===== config.mk =====
export PLATFORM = sky130hd
export DESIGN_NAME = mem_read_arbiter
export DESIGN_NICKNAME = d
export VERILOG_FILES = /design/src/rtl/mem_read_arbiter.sv
export SDC_FILE = /design/constraint.sdc
export NUM_CORES = 1
export LEC_CHECK = 0
export CAP_MARGIN = 30
export CORE_ASPECT_RATIO = 1.2
export CORE_UTILIZATION = 38
export DETAILED_ROUTE_END_ITERATION = 7
export GPL_TIMING_DRIVEN = 0
export PLACE_DENSITY = 0.74
export SLEW_MARGIN = 15
export SYNTH_ARGS = -nofsm -noshare
export SYNTH_HDL_FRONTEND = slang
export SYNTH_SLANG_ARGS = --single-unit
export TNS_END_PERCENT = 100

===== constraint.sdc =====
create_clock -name clk -period 1.7 [get_ports clk]
set_input_delay 0.51 -clock clk [delete_from_list [all_inputs] [get_ports clk]]
set_output_delay 0.51 -clock clk [all_outputs]
set_load 0.02 [all_outputs]

===== src/rtl/mem_read_arbiter.sv =====
// Round-robin read arbiter sharing one asynchronous word memory between two requesters.
// Each transaction holds the registered address for WAIT_CYCLES cycles, then captures the data and acks.
module mem_read_arbiter #(
   parameter int ADDR_W      = 32,
   parameter int DATA_W      = 32,
   parameter int WAIT_CYCLES = 3
) (
   input  logic              clk,
   input  logic              rst_n,
   input  logic              req0,
   input  logic [ADDR_W-1:0] addr0,
   output logic              ack0,
   output logic [DATA_W-1:0] rdata0,
   input  logic              req1,
   input  logic [ADDR_W-1:0] addr1,
   output logic              ack1,
   output logic [DATA_W-1:0] rdata1,
   output logic [ADDR_W-1:0] mem_addr,
   input  logic [DATA_W-1:0] mem_rdata,
   output logic              gnt0,
   output logic              gnt1,
   output logic              busy
);

   localparam int CNT_W = (WAIT_CYCLES > 1) ? $clog2(WAIT_CYCLES) : 1;
   localparam logic [CNT_W-1:0] CNT_INIT = CNT_W'(WAIT_CYCLES - 1);

   typedef enum logic [1:0] {
      ST_IDLE = 2'd0,
      ST_WAIT = 2'd1,
      ST_DONE = 2'd2
   } state_t;

   state_t           state;
   state_t           state_next;
   logic [CNT_W-1:0] cnt;
   logic             last_grant;
   logic             grant_valid;
   logic             grant_port;

   always_ff @(posedge clk or negedge rst_n) begin
      if (!rst_n) begin
         state <= ST_IDLE;
      end else begin
         state <= state_next;
      end
   end

   // On a tie the port that did not win last time is chosen.
   always_comb begin
      state_next  = state;
      grant_valid = 1'b0;
      grant_port  = 1'b0;
      case (state)
         ST_IDLE: begin
            if (req0 || req1) begin
               grant_valid = 1'b1;
               state_next  = ST_WAIT;
               if (req0 && req1) begin
                  grant_port = ~last_grant;
               end else begin
                  grant_port = req1;
               end
            end
         end
         ST_WAIT: begin
            if (cnt == '0) begin
               state_next = ST_DONE;
            end
         end
         ST_DONE: begin
            state_next = ST_IDLE;
         end
         default: begin
            state_next = ST_IDLE;
         end
      endcase
   end

   always_ff @(posedge clk or negedge rst_n) begin
      if (!rst_n) begin
         mem_addr   <= '0;
         gnt0       <= 1'b0;
         gnt1       <= 1'b0;
         last_grant <= 1'b1;
         cnt        <= '0;
         ack0       <= 1'b0;
         ack1       <= 1'b0;
         rdata0     <= '0;
         rdata1     <= '0;
      end else begin
         ack0 <= 1'b0;
         ack1 <= 1'b0;
         case (state)
            ST_IDLE: begin
               if (grant_valid) begin
                  mem_addr   <= grant_port ? addr1 : addr0;
                  gnt0       <= ~grant_port;
                  gnt1       <= grant_port;
                  last_grant <= grant_port;
                  cnt        <= CNT_INIT;
               end
            end
            ST_WAIT: begin
               if (cnt != '0) begin
                  cnt <= cnt - CNT_W'(1);
               end else if (gnt1) begin
                  rdata1 <= mem_rdata;
                  ack1   <= 1'b1;
               end else begin
                  rdata0 <= mem_rdata;
                  ack0   <= 1'b1;
               end
            end
            ST_DONE: begin
               gnt0 <= 1'b0;
               gnt1 <= 1'b0;
            end
            default: begin
               gnt0 <= 1'b0;
               gnt1 <= 1'b0;
            end
         endcase
      end
   end

   assign busy = (state != ST_IDLE);

endmodule

==> impl_metrics.sql, run 1 <==
INSERT INTO impl_metrics (metric_group, metric, value, unit) VALUES
('clock_tree', 'htreeDepth', '3', ''),
('route', 'viasPerCell', '5.09', ''),
('synth', 'synth.lib_cells_used.distinct', '26', ''),
('grt', 'grt_first_pass_wirelength', '20100', 'um'),
('critical_path', 'timing.reg2reg.worst_path_depth', '6', ''),
('synth', 'postSynthNetCount', '421', ''),
('finish', 'design.final.nets', '657', ''),
('placed_design', 'detailed_place.area', '0.00664', 'mm2'),
('clock_tree', 'worst_skew_pair.late_latency', '340', 'ps'),
('route', 'drt.antenna.violating_nets', '0', ''),
('sta', 'finalCritPeriodShare', '106', '%'),
('critical_path', 'cp_data_required_time', '1190', 'ps'),
('route', 'drc', '0', ''),
('worst_hold_path', 'hp-class', 'primary input to async pin', ''),
('critical_path', 'crit_path_max_fanout', '5', ''),
('critical_path', 'worst_r2r_startpoint', 'state[1]$_DFFE_PN0P_', ''),
('sta', 'final.min_clock_period', '1800', 'ps'),
('synth', 'ys.warnings.count', '0', ''),
('run_status', 'failed_checks', 'negative setup slack', ''),
('synth', 'synth.yosys.seq_area_share', '59.5', '%'),
('finish', 'final_cell_mix', '101 x dfrtp_1, 100 x dlygate4sd2_1, 96 x clkdlybuf4s50_1', ''),
('sta', 'setup-violations-final', '63', ''),
('clock_tree', 'cts_made_buffers', '9', ''),
('route', 'routedWlPerCell', '17.9', 'um'),
('synth', 'synth.cell_area', '0.00442', 'mm2'),
('finish', 'area_growth_syn_to_layout', '68.7', '%'),
('sta', 'max_slew_margin', '64.1', '%'),
('run_status', 'run_status', 'complete, but fails checks', ''),
('finish', 'share_of_cells_above_drive_strength_1', '25.8', '%'),
('finish', 'final_core_util', '66.7', '%'),
('clock_tree', 'cts.hold.buffers_added', '0', ''),
('power_and_ir_drop', 'p_leak', '0.00348', 'uW'),
('finish', 'finalInstanceArea', '0.00746', 'mm2'),
('critical_path', 'crit_start', 'state[1]$_DFFE_PN0P_', ''),
('power_and_ir_drop', 'max-vdd-ir-drop', '0.882', 'mV'),
('critical_path', 'crit_path_start_kind', 'register', ''),
('route', 'dr.first_iter.drc_count', '112', ''),
('sta', 'fin_worst_hold_slack', '101', 'ps'),
('power_and_ir_drop', 'totalPowerFinal', '14200', 'uW'),
('die', 'fp.dieW', '100', 'um'),
('power_and_ir_drop', 'p_per_area', '1900', 'mW/mm2'),
('placed_design', 'buffer_ports.inserted', '199', ''),
('route', 'postRouteWirelength', '12800', 'um'),
('grt', 'grt_start_max_net_pins', '54', ''),
('sta', 'setup_ws', '-103', 'ps'),
('critical_path', 'crit_path_end_kind', 'output port', ''),
('die', 'std_cell_rows', '42', ''),
('critical_path', 'crit_type', 'register to output port', ''),
('sta', 'maxSlewViolCount', '0', ''),
('clock_tree', 'cts.sink_count', '105', ''),
('die', 'initial_core_util', '39.5', '%'),
('clock_tree', 'cts_tree', 'built', ''),
('grt', 'globalRouteOverflowTotal', '0', ''),
('finish', 'layout.cells.most_common', 'dfrtp_1', ''),
('placed_design', 'hpwl', '8570', 'um'),
('clock_tree', 'cts_buffer_depth', '2', ''),
('die', 'vertical_die_dimension', '120', 'um'),
('sta', 'report.final.hold_viol_count', '0', ''),
('flow_run', 'cap_violations', '0', ''),
('route', 'drt-pass1-iter-count', '4', ''),
('clock_tree', 'cts_root_buffer', 'clkbuf_16', ''),
('die', 'ioPinCount', '201', ''),
('die', 'fp.dieArea', '0.0121', 'mm2'),
('critical_path', 'reg2reg_slack', '-90', 'ps'),
('synth', 'synth.ff_latch_count', '105', ''),
('die', 'coreArea', '0.0112', 'mm2'),
('synth', 'post_synth_inst_count', '320', ''),
('sta', 'tightest_slew', '539', 'ps'),
('synth', 'syn_area_per_cell', '13.8', 'um2'),
('finish', 'antenna_cells', '0', ''),
('critical_path', 'r2r-end', 'mem_addr[9]$_DFFE_PN0P_', ''),
('sta', 'setup_repair_after_global_routing_missed_its_margin', 'yes', ''),
('clock_tree', 'clk_pin_slew_worst_paths', '70', 'ps'),
('sta', 'fmaxAchievable', '0.554', 'GHz'),
('grt', 'grt_antenna_before_repair', '0', ''),
('grt', 'via_count_of_the_first_global_routing_pass', '3910', ''),
('sta', 'timing.clock.skew', '6.66', 'ps'),
('placed_design', 'place_congestion', '0.760', ''),
('route', 'via_count', '3642', ''),
('grt', 'globalRouteTotalUtil', '21.4', '%'),
('critical_path', 'cp.arrival', '1290', 'ps');
## registers in the layout, summed over array words and instances, names as in the netlist
name	flops
rdata1	32
mem_addr	32
ack0	1
gnt0	1
last_grant	1
ack1	1
state	2
cnt	2
gnt1	1
rdata0	32
## cells by family after synthesis
family / after synthesis / synth area share [%]
and+or+nand+nor: 75 / 11.4
buffers and inverters: 33 / 3.71
AOI/OAI and AO/OA: 41 / 8.60
muxes: 65 / 16.5
adders and majority gates: 1 / 0.283
DFF: 105 / 59.5
## timing repair
action / 4_1_cts / 5_1_grt
buffers inserted: 14 / 6
pin swaps: 18 / 16
cloned: 3 / 6
endpoints found under the setup margin: 192 / 85
resized for setup: 184 / 28
## per-layer routing
metal,track usage (%),vias up,share of wire (%)
li1,-,1661,-
met1,25.9,1806,41
met2,36.8,157,51
met3,5.71,18,6.8
met4,6.61,0,1.7
met5,0,-,0
## per-stage QoR
stage / cells / TNS (ps) / setup slack [ps]
3_5_place_dp: 674 / -34340 / -816
3_3_place_gp: 673 / -422970 / -3770
5_1_grt: 715 / -6660 / -139
4_1_cts: 707 / -6950 / -204
6_report: 715 / -3420 / -103
2_1_floorplan: 320 / -91.1 / -4.55
## power by group
| group | switching, uW | leakage, uW | internal, uW | total (uW) |
|---|---|---|---|---|
| Clock | 955 | 0.000141 | 1050 | 2010 |
| Sequential | 704 | 0.00125 | 3790 | 4500 |
| Combinational | 3720 | 0.00209 | 3950 | 7670 |
| Total | 5380 | 0.00348 | 8800 | 14200 |
## area by class of cell
type / count / area (um2)
repair buffers: 229 / 2320
clock buffers: 10 / 239
multi-input cells: 182 / 1790
fillers: 847 / 3730
clock inverters: 6 / 50.0
plain buffers: 24 / 213
inverters: 5 / 18.8
well taps: 154 / 193
flip-flops and latches: 105 / 2630
## worst max path at each step
| stage | end | cells past startpoint | slack [ps] |
|---|---|---|---|
| 2_1_floorplan | mem_addr[10]$_DFFE_PN0P_ | 5 | -5 |
| 3_3_place_gp | mem_addr[7]$_DFFE_PN0P_ | 1 | -3770 |
| 3_5_place_dp | mem_addr[14]$_DFFE_PN0P_ | 5 | -820 |
| 4_1_cts | busy | 4 | -200 |
| 5_1_grt | busy | 3 | -140 |
| 6_report | busy | 3 | -100 |
## synth_stat cells
cell type | count | area [um2]
nand2b_1 | 1 | 6.26
mux2i_1 | 1 | 10.0
a21oi_1 | 2 | 10.0
mux2_2 | 64 | 721
dfrtp_1 | 104 | 2600
or3b_2 | 1 | 8.76
and2b_1 | 1 | 7.51
ha_1 | 1 | 12.5
nor2_1 | 1 | 3.75
buf_2 | 8 | 40.0
nor2b_1 | 1 | 6.26
a211oi_2 | 1 | 12.5
inv_1 | 5 | 18.8
clkbuf_1 | 16 | 60.1
a221o_1 | 32 | 320
and3_1 | 32 | 200
o21ai_0 | 4 | 20.0
dfstp_2 | 1 | 26.3
buf_6 | 4 | 45.0
o22a_1 | 1 | 8.76
nor3b_1 | 32 | 240
or2_0 | 1 | 6.26
or2_1 | 1 | 6.26
a211o_1 | 1 | 8.76
nand2_1 | 3 | 11.3
and3b_1 | 1 | 8.76
## worst max-delay path, stage by stage (launching register included)
cell and delay [ps]:
dfrtp_2 420, or2_4 280, buf_8 130, buf_6 120
Power figures use the tool's default switching activity.
==> inputs of run 2 (changes only) <==
--- a/config.mk
+++ b/config.mk
@@ -11,6 +11,7 @@
 export DETAILED_ROUTE_END_ITERATION = 7
 export GPL_TIMING_DRIVEN = 0
 export PLACE_DENSITY = 0.74
+export RECOVER_POWER = 100
 export SLEW_MARGIN = 15
 export SYNTH_ARGS = -nofsm -noshare
 export SYNTH_HDL_FRONTEND = slang
==> run 2 against run 1 <==
- the flow still finishes with violations (negative setup slack)
- worst setup slack hardly changed
- clock skew barely moved
- final area is 0.57% lower
- routed wire length increased by 0.20%
- flip-flop and latch count unchanged
- die area is the same
- maximum frequency hardly changed
- clock-buffer cell count unchanged
- non-clock buffer count stayed put
- cell count stayed put
- highest routed layer unchanged
==> impl_metrics.sql, run 2 (synthesized netlist as in run 1, its figures left out) <==
INSERT INTO impl_metrics (metric_group, metric, value, unit) VALUES
('critical_path', 'crit_path_max_fanout', '5', ''),
('clock_tree', 'cts.sink_count', '105', ''),
('run_status', 'failed_checks', 'negative setup slack', ''),
('route', 'dr.first_iter.drc_count', '108', ''),
('finish', 'share_of_cells_above_drive_strength_1', '25.0', '%'),
('sta', 'fin_worst_hold_slack', '432', 'ps'),
('power_and_ir_drop', 'switchingPower', '5360', 'uW'),
('grt', 'grt_start_max_net_pins', '54', ''),
('finish', 'reg_top3', 'mem_addr: 32 flops, rdata0: 32 flops, rdata1: 32 flops', ''),
('power_and_ir_drop', 'power.switching_fraction', '37.9', '%'),
('route', 'drt-pass1-iter-count', '4', ''),
('grt', 'globalRouteOverflowTotal', '0', ''),
('worst_hold_path', 'hp-class', 'primary input to async pin', ''),
('route', 'postRouteWirelength', '12800', 'um'),
('die', 'std_cell_rows', '42', ''),
('critical_path', 'crit_type', 'register to output port', ''),
('route', 'drt.antenna.violating_nets', '0', ''),
('power_and_ir_drop', 'cell_internal_pwr', '8770', 'uW'),
('power_and_ir_drop', 'max-vdd-ir-drop', '0.882', 'mV'),
('sta', 'maxSlewViolCount', '0', ''),
('die', 'vertical_die_dimension', '120', 'um'),
('power_and_ir_drop', 'power_frac_clock', '14.2', '%'),
('sta', 'report.final.hold_viol_count', '0', ''),
('route', 'via_count', '3628', ''),
('clock_tree', 'cts_buffer_depth', '2', ''),
('critical_path', 'cp_data_required_time', '1190', 'ps'),
('die', 'initial_core_util', '39.5', '%'),
('sta', 'setup_repair_after_global_routing_missed_its_margin', 'yes', ''),
('sta', 'finalCritPeriodShare', '106', '%'),
('finish', 'area_growth_syn_to_layout', '67.8', '%'),
('critical_path', 'critical_path.cell_chain', 'or2_4 -> buf_8 -> buf_6', ''),
('critical_path', 'cp.arrival', '1290', 'ps'),
('sta', 'setup_ws', '-103', 'ps'),
('power_and_ir_drop', 'power.share.sequential', '31.8', '%'),
('critical_path', 'slowest_delay', '420', 'ps'),
('route', 'routedWlPerCell', '18.0', 'um'),
('finish', 'layout.cells.most_common', 'dfrtp_1', ''),
('flow_run', 'cap_violations', '0', ''),
('clock_tree', 'htreeDepth', '3', ''),
('finish', 'final_cell_mix', '101 x dfrtp_1, 100 x dlygate4sd2_1, 96 x clkdlybuf4s50_1', ''),
('die', 'fp.dieArea', '0.0121', 'mm2'),
('critical_path', 'crit_path_start_kind', 'register', ''),
('critical_path', 'crit_family', 'flip-flops', ''),
('sta', 'fmaxAchievable', '0.555', 'GHz'),
('critical_path', 'crit_path_end_kind', 'output port', ''),
('grt', 'via_count_of_the_first_global_routing_pass', '3910', ''),
('sta', 'max_slew_margin', '13.2', '%'),
('finish', 'antenna_cells', '0', ''),
('grt', 'grt_first_pass_wirelength', '20100', 'um'),
('clock_tree', 'cts_made_buffers', '9', ''),
('placed_design', 'buffer_ports.inserted', '199', ''),
('placed_design', 'dp_worst_setup_slack', '-816', 'ps'),
('placed_design', 'place_congestion', '0.760', ''),
('sta', 'final.min_clock_period', '1800', 'ps'),
('clock_tree', 'cts_tree', 'built', ''),
('die', 'fp.dieW', '100', 'um'),
('critical_path', 'critical-path-slowest-cell', 'dfrtp_2', ''),
('die', 'ioPinCount', '201', ''),
('power_and_ir_drop', 'p_per_area', '1900', 'mW/mm2'),
('route', 'viasPerCell', '5.07', ''),
('sta', 'tightest_slew', '1300', 'ps'),
('grt', 'globalRouteTotalUtil', '21.4', '%'),
('sta', 'setup-violations-final', '89', ''),
('power_and_ir_drop', 'p_comb_share', '54.0', '%'),
('sta', 'timing.clock.skew', '6.78', 'ps'),
('critical_path', 'worst_r2r_startpoint', 'state[1]$_DFFE_PN0P_', ''),
('run_status', 'run_status', 'complete, but fails checks', ''),
('clock_tree', 'cts_root_buffer', 'clkbuf_16', ''),
('route', 'drc', '0', ''),
('clock_tree', 'worst_skew_pair.late_latency', '340', 'ps'),
('clock_tree', 'clk_pin_slew_worst_paths', '70', 'ps'),
('finish', 'final_layout_fill_cell_count', '858', ''),
('finish', 'design.final.nets', '657', ''),
('placed_design', 'hpwl', '8570', 'um'),
('grt', 'grt_antenna_before_repair', '0', ''),
('die', 'coreArea', '0.0112', 'mm2'),
('critical_path', 'crit_start', 'state[1]$_DFFE_PN0P_', ''),
('power_and_ir_drop', 'p_leak', '0.00347', 'uW'),
('critical_path', 'cp_num_buf_inv', '2', '');
## run 2: worst paths after layout
check                      slack, ps                 endpoint  cells after the start
hold reg to reg                  500   rdata1[10]$_DFFE_PN0P_                      1
min in group clk                 500   rdata1[10]$_DFFE_PN0P_                      1
max in group asynchronous        220   last_grant$_DFFE_PN1P_                      2
hold / removal                   430   rdata0[30]$_DFFE_PN0P_                      1
setup reg to reg                -100  mem_addr[9]$_DFFE_PN0P_                      6
setup / recovery                -100                     busy                      3
## run 2: power groups by stage
stage / registers, uW / clock network [uW] / logic, uW
floorplan: 5940 / 0 / 2350
global placement: 4480 / 0 / 7060
detailed placement: 4520 / 0 / 7200
CTS: 4450 / 2050 / 7220
global route: 4630 / 2180 / 8110
finish: 4490 / 2010 / 7630
## run 2: metal layers
metal / global-route usage [%] / routed length (um) / vias up
li1: - / - / 1658
met1: 25.9 / 5220 / 1796
met2: 36.8 / 6530 / 156
met3: 5.71 / 873 / 18
met4: 6.61 / 215 / 0
met5: 0 / 0 / -
## run 2: worst reg2reg max path, delay by kind of cell (launching register included)
family / cells / cell delay [ps]
AND/OR/NAND/NOR: 2 / 490
buffers and inverters: 3 / 450
AO/OA/AOI/OAI: 1 / 320
flip-flops: 1 / 420
## run 2: area by class of cell
type / instances / area [um2] / area share, %
well taps: 154 / 193 / 2.60
multi-input cells: 182 / 1780 / 24.0
flip-flops and latches: 105 / 2630 / 35.5
inverters: 5 / 18.8 / 0.253
repair buffers: 229 / 2300 / 30.9
clock inverters: 6 / 50.0 / 0.675
plain buffers: 24 / 211 / 2.85
clock buffers: 10 / 239 / 3.22
## run 2: what timing repair did
item	in CTS	in global routing
hold buffers	0	0
gates resized for setup	184	28
buffers inserted	14	6
cloned	3	6
endpoints found under the setup margin	192	85
pin swaps	18	16
## run 2: metrics by stage
step	area, um2	total power (uW)	utilization [%]	instances	TNS, ps
after floorplan	4420	8290	-	320	-91.1
after detailed placement	6640	11700	59.3	674	-34340
after CTS	7230	13700	64.6	707	-6950
final	7420	14100	66.3	715	-3630
after global routing	7420	14900	66.3	715	-10080
after global placement	6610	11500	59.0	673	-422970
